$ cat src/rtl/seg7_pkg.sv
// ---------------------------------------------------------------------------
// seg7_pkg
// Shared types and constants for the multiplexed seven-segment scan
// controller.
//   scan_state_t : scan FSM states (idle / blanking gap / digit lit)
//   SEG_OFF      : active-low segment pattern with every segment dark
//   CODE_W       : width of one digit code presented to the shared decoder
// ---------------------------------------------------------------------------
package seg7_pkg;

    typedef enum logic [1:0] {
        S_IDLE,
        S_BLANK,
        S_SHOW
    } scan_state_t;

    localparam logic [6:0] SEG_OFF = 7'h7F;
    localparam int         CODE_W  = 5;

endpackage

$ cat src/rtl/seg7_dwell_timer.sv
// ---------------------------------------------------------------------------
// seg7_dwell_timer
// Dwell counter shared by the blanking and lit phases of the scan FSM.
// Counts up from zero after a clear and raises done on the cycle the count
// reaches limit-1. The count parks there instead of wrapping, so done stays
// high until the owner clears it.
// Ports:
//   clk    in   1       system clock, rising edge
//   rst_n  in   1       asynchronous reset, active low
//   clear  in   1       synchronous restart of the count at zero
//   limit  in   CNT_W   phase length in cycles (must be >= 1)
//   done   out  1       high while count == limit-1
// ---------------------------------------------------------------------------
module seg7_dwell_timer #(
    parameter int CNT_W = 16
) (
    input  logic             clk,
    input  logic             rst_n,
    input  logic             clear,
    input  logic [CNT_W-1:0] limit,
    output logic             done
);

    logic [CNT_W-1:0] r_count;

    assign done = (r_count == (limit - 1'b1));

    // Count register: cleared on request, otherwise advances until it
    // reaches the terminal value and holds there.
    always_ff @(posedge clk or negedge rst_n) begin
        if (!rst_n) begin
            r_count <= '0;
        end else if (clear) begin
            r_count <= '0;
        end else if (!done) begin
            r_count <= r_count + 1'b1;
        end
    end

endmodule

$ cat src/rtl/seg7_scan_ctrl.sv
// ---------------------------------------------------------------------------
// seg7_scan_ctrl
// Time-multiplexes N_DIGITS 5-bit digit codes through one external 5-to-7
// segment decoder. Each digit is preceded by a blanking gap with every anode
// off to stop ghosting. A new display word is accepted by valid/ready into a
// shadow buffer and only copied to the live buffer at a frame boundary (or
// straight away while idle), so a frame never shows a mix of two words.
//
// Optional feature macro: SEG7_SCAN_DP_EN adds a per-digit decimal point
// mask (load_dp) buffered exactly like load_data, and an active-low dp pin.
//
// Ports:
//   clk         in   1            system clock, rising edge
//   rst_n       in   1            asynchronous reset, active low
//   enable      in   1            1 = scan, 0 = go dark
//   load_valid  in   1            new display word offered
//   load_ready  out  1            word can be accepted
//   load_data   in   5*N_DIGITS   digit k = load_data[5k+4:5k], digit 0 rightmost
//   line        out  5            code currently driven to the shared decoder
//   seg_in      in   7            decoder result for line, active low
//   seg         out  7            registered segments to pins, active low
//   an          out  N_DIGITS     anodes, active low, at most one low
//   frame_tick  out  1            pulse on the last cycle of the last digit
//   load_dp     in   N_DIGITS     (SEG7_SCAN_DP_EN) decimal point mask
//   dp          out  1            (SEG7_SCAN_DP_EN) decimal point, active low
// ---------------------------------------------------------------------------
module seg7_scan_ctrl
    import seg7_pkg::*;
#(
    parameter int N_DIGITS  = 4,
    parameter int SHOW_CYC  = 50000,
    parameter int BLANK_CYC = 8,
    parameter int CNT_W     = 16
) (
    input  logic                         clk,
    input  logic                         rst_n,
    input  logic                         enable,
    input  logic                         load_valid,
    output logic                         load_ready,
    input  logic [CODE_W*N_DIGITS-1:0]   load_data,
    output logic [CODE_W-1:0]            line,
    input  logic [6:0]                   seg_in,
    output logic [6:0]                   seg,
    output logic [N_DIGITS-1:0]          an,
    output logic                         frame_tick
`ifdef SEG7_SCAN_DP_EN
    ,
    input  logic [N_DIGITS-1:0]          load_dp,
    output logic                         dp
`endif
);

    localparam int IDX_W = (N_DIGITS > 1) ? $clog2(N_DIGITS) : 1;

    scan_state_t                      r_state;
    scan_state_t                      w_nextState;
    logic [IDX_W-1:0]                 r_idx;
    logic [N_DIGITS-1:0][CODE_W-1:0]  r_disp;
    logic [N_DIGITS-1:0][CODE_W-1:0]  r_shadow;
    logic                             r_pending;
    logic [6:0]                       r_seg;

    logic [CNT_W-1:0]                 w_limit;
    logic                             w_timerClear;
    logic                             w_timerDone;
    logic                             w_segOff;
    logic                             w_segCapture;
    logic                             w_idxAdvance;
    logic                             w_idxZero;
    logic                             w_frameTick;
    logic                             w_lastDigit;
    logic                             w_transfer;
    logic                             w_commit;

    // The timer length follows the current phase. Kept outside the FSM
    // process so the FSM only consumes done and never feeds its own input.
    assign w_limit     = (r_state == S_SHOW) ? CNT_W'(SHOW_CYC) : CNT_W'(BLANK_CYC);
    assign w_lastDigit = (r_idx == IDX_W'(N_DIGITS - 1));

    seg7_dwell_timer #(
        .CNT_W (CNT_W)
    ) u_dwellTimer (
        .clk   (clk),
        .rst_n (rst_n),
        .clear (w_timerClear),
        .limit (w_limit),
        .done  (w_timerDone)
    );

    // Scan FSM state register.
    always_ff @(posedge clk or negedge rst_n) begin
        if (!rst_n) begin
            r_state <= S_IDLE;
        end else begin
            r_state <= w_nextState;
        end
    end

    // Next-state and per-cycle control. Dropping enable overrides every
    // state: the display goes dark next cycle, the scan restarts at digit 0
    // and no frame_tick is produced. Segments are forced dark on every entry
    // to BLANK and captured from the decoder on the last BLANK cycle, when
    // line has been stable for the whole gap.
    always_comb begin
        w_nextState  = r_state;
        w_timerClear = 1'b0;
        w_segOff     = 1'b0;
        w_segCapture = 1'b0;
        w_idxAdvance = 1'b0;
        w_idxZero    = 1'b0;
        w_frameTick  = 1'b0;
        if (!enable) begin
            w_nextState  = S_IDLE;
            w_timerClear = 1'b1;
            w_segOff     = 1'b1;
            w_idxZero    = 1'b1;
        end else begin
            case (r_state)
                S_IDLE: begin
                    w_nextState  = S_BLANK;
                    w_timerClear = 1'b1;
                    w_segOff     = 1'b1;
                end
                S_BLANK: begin
                    if (w_timerDone) begin
                        w_nextState  = S_SHOW;
                        w_timerClear = 1'b1;
                        w_segCapture = 1'b1;
                    end
                end
                S_SHOW: begin
                    if (w_timerDone) begin
                        w_nextState  = S_BLANK;
                        w_timerClear = 1'b1;
                        w_segOff     = 1'b1;
                        w_idxAdvance = 1'b1;
                        w_frameTick  = w_lastDigit;
                    end
                end
                default: begin
                    w_nextState  = S_IDLE;
                    w_timerClear = 1'b1;
                    w_segOff     = 1'b1;
                    w_idxZero    = 1'b1;
                end
            endcase
        end
    end

    // Digit index: wraps to 0 after the last digit, forced to 0 when idle.
    always_ff @(posedge clk or negedge rst_n) begin
        if (!rst_n) begin
            r_idx <= '0;
        end else if (w_idxZero) begin
            r_idx <= '0;
        end else if (w_idxAdvance) begin
            r_idx <= w_lastDigit ? '0 : r_idx + 1'b1;
        end
    end

    // Registered segment pins.
    always_ff @(posedge clk or negedge rst_n) begin
        if (!rst_n) begin
            r_seg <= SEG_OFF;
        end else if (w_segOff) begin
            r_seg <= SEG_OFF;
        end else if (w_segCapture) begin
            r_seg <= seg_in;
        end
    end

    // Load handshake and double buffer. Ready is low while a word waits in
    // the shadow, so a transfer and a commit can never share a cycle; if
    // they ever did, the new word would remain pending behind the commit.
    assign w_transfer = load_valid & ~r_pending;
    assign w_commit   = r_pending & (w_frameTick | (r_state == S_IDLE));

    always_ff @(posedge clk or negedge rst_n) begin
        if (!rst_n) begin
            r_disp    <= '0;
            r_shadow  <= '0;
            r_pending <= 1'b0;
        end else begin
            if (w_commit) begin
                r_disp <= r_shadow;
            end
            if (w_transfer) begin
                r_shadow  <= load_data;
                r_pending <= 1'b1;
            end else if (w_commit) begin
                r_pending <= 1'b0;
            end
        end
    end

    a_noTransferDuringCommit : assert property (
        @(posedge clk) disable iff (!rst_n) !(w_transfer && w_commit)
    );

    // Anodes are a pure function of state and index, so only the lit digit
    // can ever be low.
    always_comb begin
        an = '1;
        if (r_state == S_SHOW) begin
            an[r_idx] = 1'b0;
        end
    end

    assign load_ready = ~r_pending;
    assign line       = r_disp[r_idx];
    assign seg        = r_seg;
    assign frame_tick = w_frameTick;

`ifdef SEG7_SCAN_DP_EN
    logic [N_DIGITS-1:0] r_dpDisp;
    logic [N_DIGITS-1:0] r_dpShadow;

    // Decimal point mask follows the same shadow/commit path as the codes.
    always_ff @(posedge clk or negedge rst_n) begin
        if (!rst_n) begin
            r_dpDisp   <= '0;
            r_dpShadow <= '0;
        end else begin
            if (w_commit) begin
                r_dpDisp <= r_dpShadow;
            end
            if (w_transfer) begin
                r_dpShadow <= load_dp;
            end
        end
    end

    assign dp = (r_state == S_SHOW) ? ~r_dpDisp[r_idx] : 1'b1;
`endif

endmodule

$ cat config.mk
export PLATFORM = sky130hd
export DESIGN_NAME = seg7_scan_ctrl
export DESIGN_NICKNAME = d
export VERILOG_FILES = /design/src/rtl/seg7_pkg.sv /design/src/rtl/seg7_dwell_timer.sv /design/src/rtl/seg7_scan_ctrl.sv
export SDC_FILE = /design/constraint.sdc
export NUM_CORES = 1
export LEC_CHECK = 0
export BUFFER_PORTS_ARGS = -buffer_cell sky130_fd_sc_hd__buf_4
export CORE_MARGIN = 5
export CORE_UTILIZATION = 56
export DETAILED_ROUTE_END_ITERATION = 7
export PLACE_DENSITY_LB_ADDON = 0.1
export SLEW_MARGIN = 20
export SYNTH_ARGS = -nofsm -noshare
export SYNTH_HDL_FRONTEND = slang
export SYNTH_SLANG_ARGS = --single-unit
export TNS_END_PERCENT = 20
$ cat constraint.sdc
create_clock -name clk -period 2.6 [get_ports clk]
set_input_delay 0.26 -clock clk [delete_from_list [all_inputs] [get_ports clk]]
set_output_delay 0.26 -clock clk [all_outputs]
set_load 0.01 [all_outputs]
After elaboration in Yosys (flattened, before gate mapping) --
Index checks and enable logic that the tools add are counted.
Word-level totals: bits in registers 68, bits of input ports 31, output and inout port bits 18, word-level logic and storage cells 71
Cells by class: $add $sub $neg 3, $lt $le $gt $ge 2, equality and inequality tests 7, muxes and demuxes 33, bitwise logic cells 5, reductions and logical operators 8
Operators with widths (number):
- $mux W16 | 3
- $add A16 B1 Y16 const B | 1
- $eq A16 B16 Y1 | 1
- $mux W1 | 16
- $sub A16 B1 Y16 const B | 1
- $mux W7 | 2
- $mux W2 | 6
- $bmux W5 S2 | 1
- $ne A3 B2 Y1 const B | 2
- $pmux W2 S3 | 1
- $reduce_bool A2 Y1 | 3
- $mux W5 | 1
- $eq A2 B2 Y1 const B | 2
- $mux W4 | 1
- $not A4 Y4 | 1
- $lt A2 B3 Y1 const B | 1
- $reduce_or A3 Y1 | 1
- $add A2 B1 Y2 const B | 1
- $and A1 B1 Y1 | 2
- $demux W1 S2 | 1
- $eq A2 B1 Y1 const B | 1
- $ge A2 B1 Y1 const B | 1
- $logic_not A2 Y1 | 1
- $ne A2 B1 Y1 const B | 1
- 6 further kinds | 6

Depth between registers and ports, before layout --
word-level depth 11, mapped depth 7, mapped depth without buffers 6

Modules after synthesis --
From an unflattened synthesis, not the netlist that was laid out.
Unflattened totals: cell total of the unflattened synthesis 335, area, all modules 3794.9 um2
By module, submodules not included:
- seg7_scan_ctrl | instances 1, cells each 162, area each 2351.0 um2
- seg7_dwell_timer | instances 1, cells each 173, area each 1443.9 um2

Least setup slack after synthesis --
OpenSTA, ideal clock, no wires.
kind register to register, start point register u_dwellTimer.r_count[7], end point register r_pending, setup time 0.144 ns, data arrival time 2.109 ns, data required time 2.456 ns, slack 0.347 ns, cell stages (with the launch flop) 7, clock period less this slack 2.253 ns, cell sequence dfrtp_1 or4_4 or2_0 buf_2 clkbuf_1 nor4_1 o21bai_1
Between the ends: word-level cells in the longest chain between the ends 7
Ends and longest elaborated chain:
- from (decl) | line seg7_dwell_timer.sv:24 | logic [CNT_W-1:0] r_count;
- from (signal assigned) | line seg7_dwell_timer.sv:36 | r_count <= r_count + 1'b1;
- $eq A16 B16 Y1 | line seg7_dwell_timer.sv:26 | assign done = (r_count == (limit - 1'b1));
- $mux W1 | line seg7_scan_ctrl.sv:132 | if (w_timerDone) begin
- $mux W1 | line seg7_scan_ctrl.sv:118 | case (r_state)
- $mux W1 | line seg7_scan_ctrl.sv:112 | if (!enable) begin
- via frame_tick | line seg7_scan_ctrl.sv:45 | output logic frame_tick
- $or A1 B1 Y1 | line seg7_scan_ctrl.sv:176 | assign w_commit = r_pending & (w_frameTick | (r_state == S_IDLE));
- $and A1 B1 Y1 | line seg7_scan_ctrl.sv:176
- $reduce_bool A2 Y1 (no source line)
- to (signal assigned) | line seg7_scan_ctrl.sv:182 | r_pending <= 1'b0;
- to (signal assigned) | line seg7_scan_ctrl.sv:189 | r_pending <= 1'b1;
- to (signal assigned) | line seg7_scan_ctrl.sv:191 | r_pending <= 1'b0;
- to (decl) | line seg7_scan_ctrl.sv:60 | logic r_pending;
The timed path passes the listed nets, and every way through them passes these cells. A chain may end at the register's enable or synchronous reset.

Worst setup path after layout --
start point register u_dwellTimer.r_count[4], end point output frame_tick
Between the ends: word-level cells in the longest chain between the ends 4
Ends and longest elaborated chain (line):
- $eq A16 B16 Y1 | seg7_dwell_timer.sv:26
- $mux W1 | seg7_scan_ctrl.sv:132
- $mux W1 | seg7_scan_ctrl.sv:118
- $mux W1 | seg7_scan_ctrl.sv:112
- to (decl) | seg7_scan_ctrl.sv:45
No other way between the ends.

==> reports/results.tsv <==
stage	metric	value	unit
sta	period_share	95.5	%
die	die-height	86.2	µm
drt	first_pass_iters	4	
place	dp_hpwl	4370	µm
cts	clk_pin_slew	80	ps
setup_path	timing.rr.start	u_dwellTimer.r_count[4]	
sta	finalCriticalPeriod	2480	ps
sta	worst_slew_pin_slew	850	ps
place	placed_area	3730	µm²
run	drv_cap	0	
global_routing	antenna_found_initial	0	
synth	yosysWarnings	0	
cts	cts_buffers	9	
drt	viasPerCell	5.62	
sta	drv_slew	0	
setup_path	crit_type	flop to output pin	
synth	postSynthRegisterBits	68	
final_layout	nNetsFinal	363	
drt	wl_per_cell	16.3	µm
synth	synth.avg_cell_area	12.3	µm²
outcome	status	finished, violations left	
global_routing	grt_max_degree	69	
final_layout	insertedDiodeCount	0	
setup_path	cp.required	2340	ps
final_layout	final_cell_area	4000	µm²
cts	ctsHoldBuffers	0	
setup_path	r2r_slack	170	ps
cts	cts-root-buf	clkbuf_8	
global_routing	gr-usage-all-layers	19.8	%
drt	drc	0	
final_layout	final_cell_count_no_fill	400	
drt	final_antenna_net_count	0	
sta	fmax	403	MHz
global_routing	gr-total-overflow	0	
synth	synth_top_family_by_area	multiplexers	
global_routing	grt_pass1_vias	2391	
synth	ys_seq_area_share	52.6	%
final_layout	drive_gt1_share	34.8	%
sta	hold_viol_final	6	
cts	cts.sinks	68	
drt	drt_wl_total	6510	µm
place	placedCellCount	383	
die	die_area	7430	µm²
synth	synth_compound_area_share	8.65	%
synth	synthCells	265	
sta	maxSlewHeadroom	43.3	%
cts	htree_levels	3	
die	ios	49	
synth	synth_xor_area_share	2.96	%
setup_path	timing.critical_path.mode_cell	buf_4	
cts	clk_latency	360	ps
sta	setup_tns	0	ps
cts	cts_buffer_depth	2	
setup_path	reg2reg_depth	5	
synth	synthAdderAreaFrac	3.46	%
final_layout	utilization	71.8	%
drt	routed-via-count	2249	
setup_path	r2r-end	seg[1]	
sta	fin_worst_skew	8.29	ps
setup_path	crit_slowest_cell	or4_4	
power_and_ir_drop	vdd_ir_drop_max	427	µV
power_and_ir_drop	power.density	769	nW/µm²
synth	syn_nets	305	
place	portBuffers	48	
setup_path	cp_max_fo	6	
outcome	failed_checks	hold timing	
synth	synthArstFlopShare	100	%
cts	cts_tree	yes	
synth	synth-simple-area-share	10.6	%
synth	ys_types	41	
synth	synth.cell_area	3250	µm²
synth	synth-main-ff-cell	dfrtp_1	
global_routing	grt_pass1_wl	11400	µm
final_layout	fillers	428	
setup_path	crit_path_end	frame_tick	
setup_path	start_kind	flop	
die	die_w	86.2	µm
setup_path	arrival	2220	ps
die	start_util	58.4	%
power_and_ir_drop	leakage	1.68	nW
synth	synth.area.mux_share	17.9	%
die	num_rows	27	
die	coreArea	5570	µm²
setup_path	slowest_delay	530	ps
final_layout	areaGrowthSynthToFinish	23.0	%
setup_path	crit_path_cell_trace	or4_4 > or2_1 > buf_4 > nor4_4 > buf_4	
worst_hold_path	hp-class	input pin to async pin	
sta	setup_viol	0	
drt	drtIter0Drc	69	
sta	rsz0062_at_grt	no	
place	place_congestion	0.795	
setup_path	cp-end-kind	output pin	
setup_path	cp-startpoint	u_dwellTimer.r_count[4]	
synth	synth_edf_count	0	
sta	finalHoldWorstSlack	-6.34	ps
how the worst min path moves through the flow:
| stage | endpoint | slack, ps |
|---|---|---|
| 5_1_grt | u_dwellTimer.r_count[12] | 70 |
| 6_report | u_dwellTimer.r_count[0] | -6 |
| 3_3_place_gp | u_dwellTimer.r_count[11] | 420 |
| 3_5_place_dp | u_dwellTimer.r_count[11] | 420 |
| 4_1_cts | u_dwellTimer.r_count[4] | 30 |
| 2_1_floorplan | r_disp[0] | -40 |
through the flow:
stage	setup slack [ps]	total power, mW
global placement	280	2.00
CTS	35.4	3.11
global route	12.1	3.24
detailed placement	176	2.03
finish	116	3.08
floorplan	347	1.81
cell families (layout without fill, tap and decap cells):
kind of cell    count (synthesis)  in the layout
flops                          68             68
compound gates                 35             35
buf+inv                        28             91
mux                            47             47
xor+xnor                       11             11
fa+ha+maj                       9              9
simple gates                   67             67
layer usage:
layer	part of all wire, %	track usage (%)
met1	46	27.0
met2	45	29.2
met3	5.8	6.08
met4	2.5	8.92
met5	0	0
state kept, by name, indices dropped and copies added (netlist names):
signal,flops
r_disp,20
r_pending,1
r_shadow,20
seg,7
u_dwellTimer.r_count,16
r_state,2
r_idx,2
cell type report:
| cell class | instances | area (µm²) | area share, % |
|---|---|---|---|
| clock buffer | 9 | 124 | 3.09 |
| clock inverter | 7 | 123 | 3.06 |
| inverter | 15 | 56.3 | 1.41 |
| multi-input combinational | 169 | 1440 | 35.9 |
| sequential | 68 | 1710 | 42.7 |
| tap | 72 | 90.1 | 2.25 |
| timing repair buffer | 60 | 463 | 11.6 |
cell usage after synthesis (3+ instances only):
library cell / number / area, µm²
a21oi_1: 5 / 25.0
buf_2: 3 / 15.0
clkbuf_1: 8 / 30.0
dfrtp_1: 61 / 1530
dfstp_2: 7 / 184
ha_1: 9 / 113
inv_1: 15 / 56.3
mux2_1: 20 / 225
mux2_2: 20 / 225
mux4_2: 5 / 113
nand2_1: 14 / 52.6
nand3_1: 5 / 25.0
nand4_1: 5 / 31.3
nor2_1: 16 / 60.1
nor3_1: 5 / 25.0
nor4_1: 6 / 37.5
o211ai_1: 7 / 52.6
o21ai_0: 3 / 15.0
o31ai_1: 3 / 22.5
o41ai_1: 7 / 61.3
or4_1: 5 / 37.5
xnor2_1: 10 / 87.6
where the power goes:
part	internal (mW)	switching, mW
registers	1.31	0.121
clock network	0.643	0.436
logic	0.346	0.220
total	2.30	0.777
repair_timing:
action | in CTS | in global routing
gates resized for setup | 1 | 2
pin swaps | 0 | 0
endpoints found under the setup margin | 1 | 2
buffers inserted | 0 | 1
cells in the final DEF (no fill, tap or decap), types with 2 or more instances in the layout:
master / count
o21bai_1: 2
o21a_1: 2
nand3_1: 5
ha_1: 9
dfstp_2: 7
buf_4: 59
mux2_2: 20
mux2i_1: 2
o41ai_1: 7
inv_1: 15
or4_1: 5
nor4_1: 5
o211ai_1: 7
bufinv_16: 3
clkbuf_8: 9
clkinvlp_4: 2
xnor2_1: 10
mux4_2: 5
nand2_1: 14
nor3_1: 5
nand4_1: 5
inv_6: 2
dfrtp_1: 61
nor2_1: 16
nand2b_1: 2
or3_1: 2
mux2_1: 20
o31ai_1: 3
a21oi_1: 5
o21ai_0: 3
worst max-delay path: cells and delay by family (launching register included):
kind,cells,cell delay (ps)
flip-flops,1,420
buffers and inverters,2,350
AND/OR/NAND/NOR,3,1090
No activity file was read; power rests on OpenSTA's default activity.
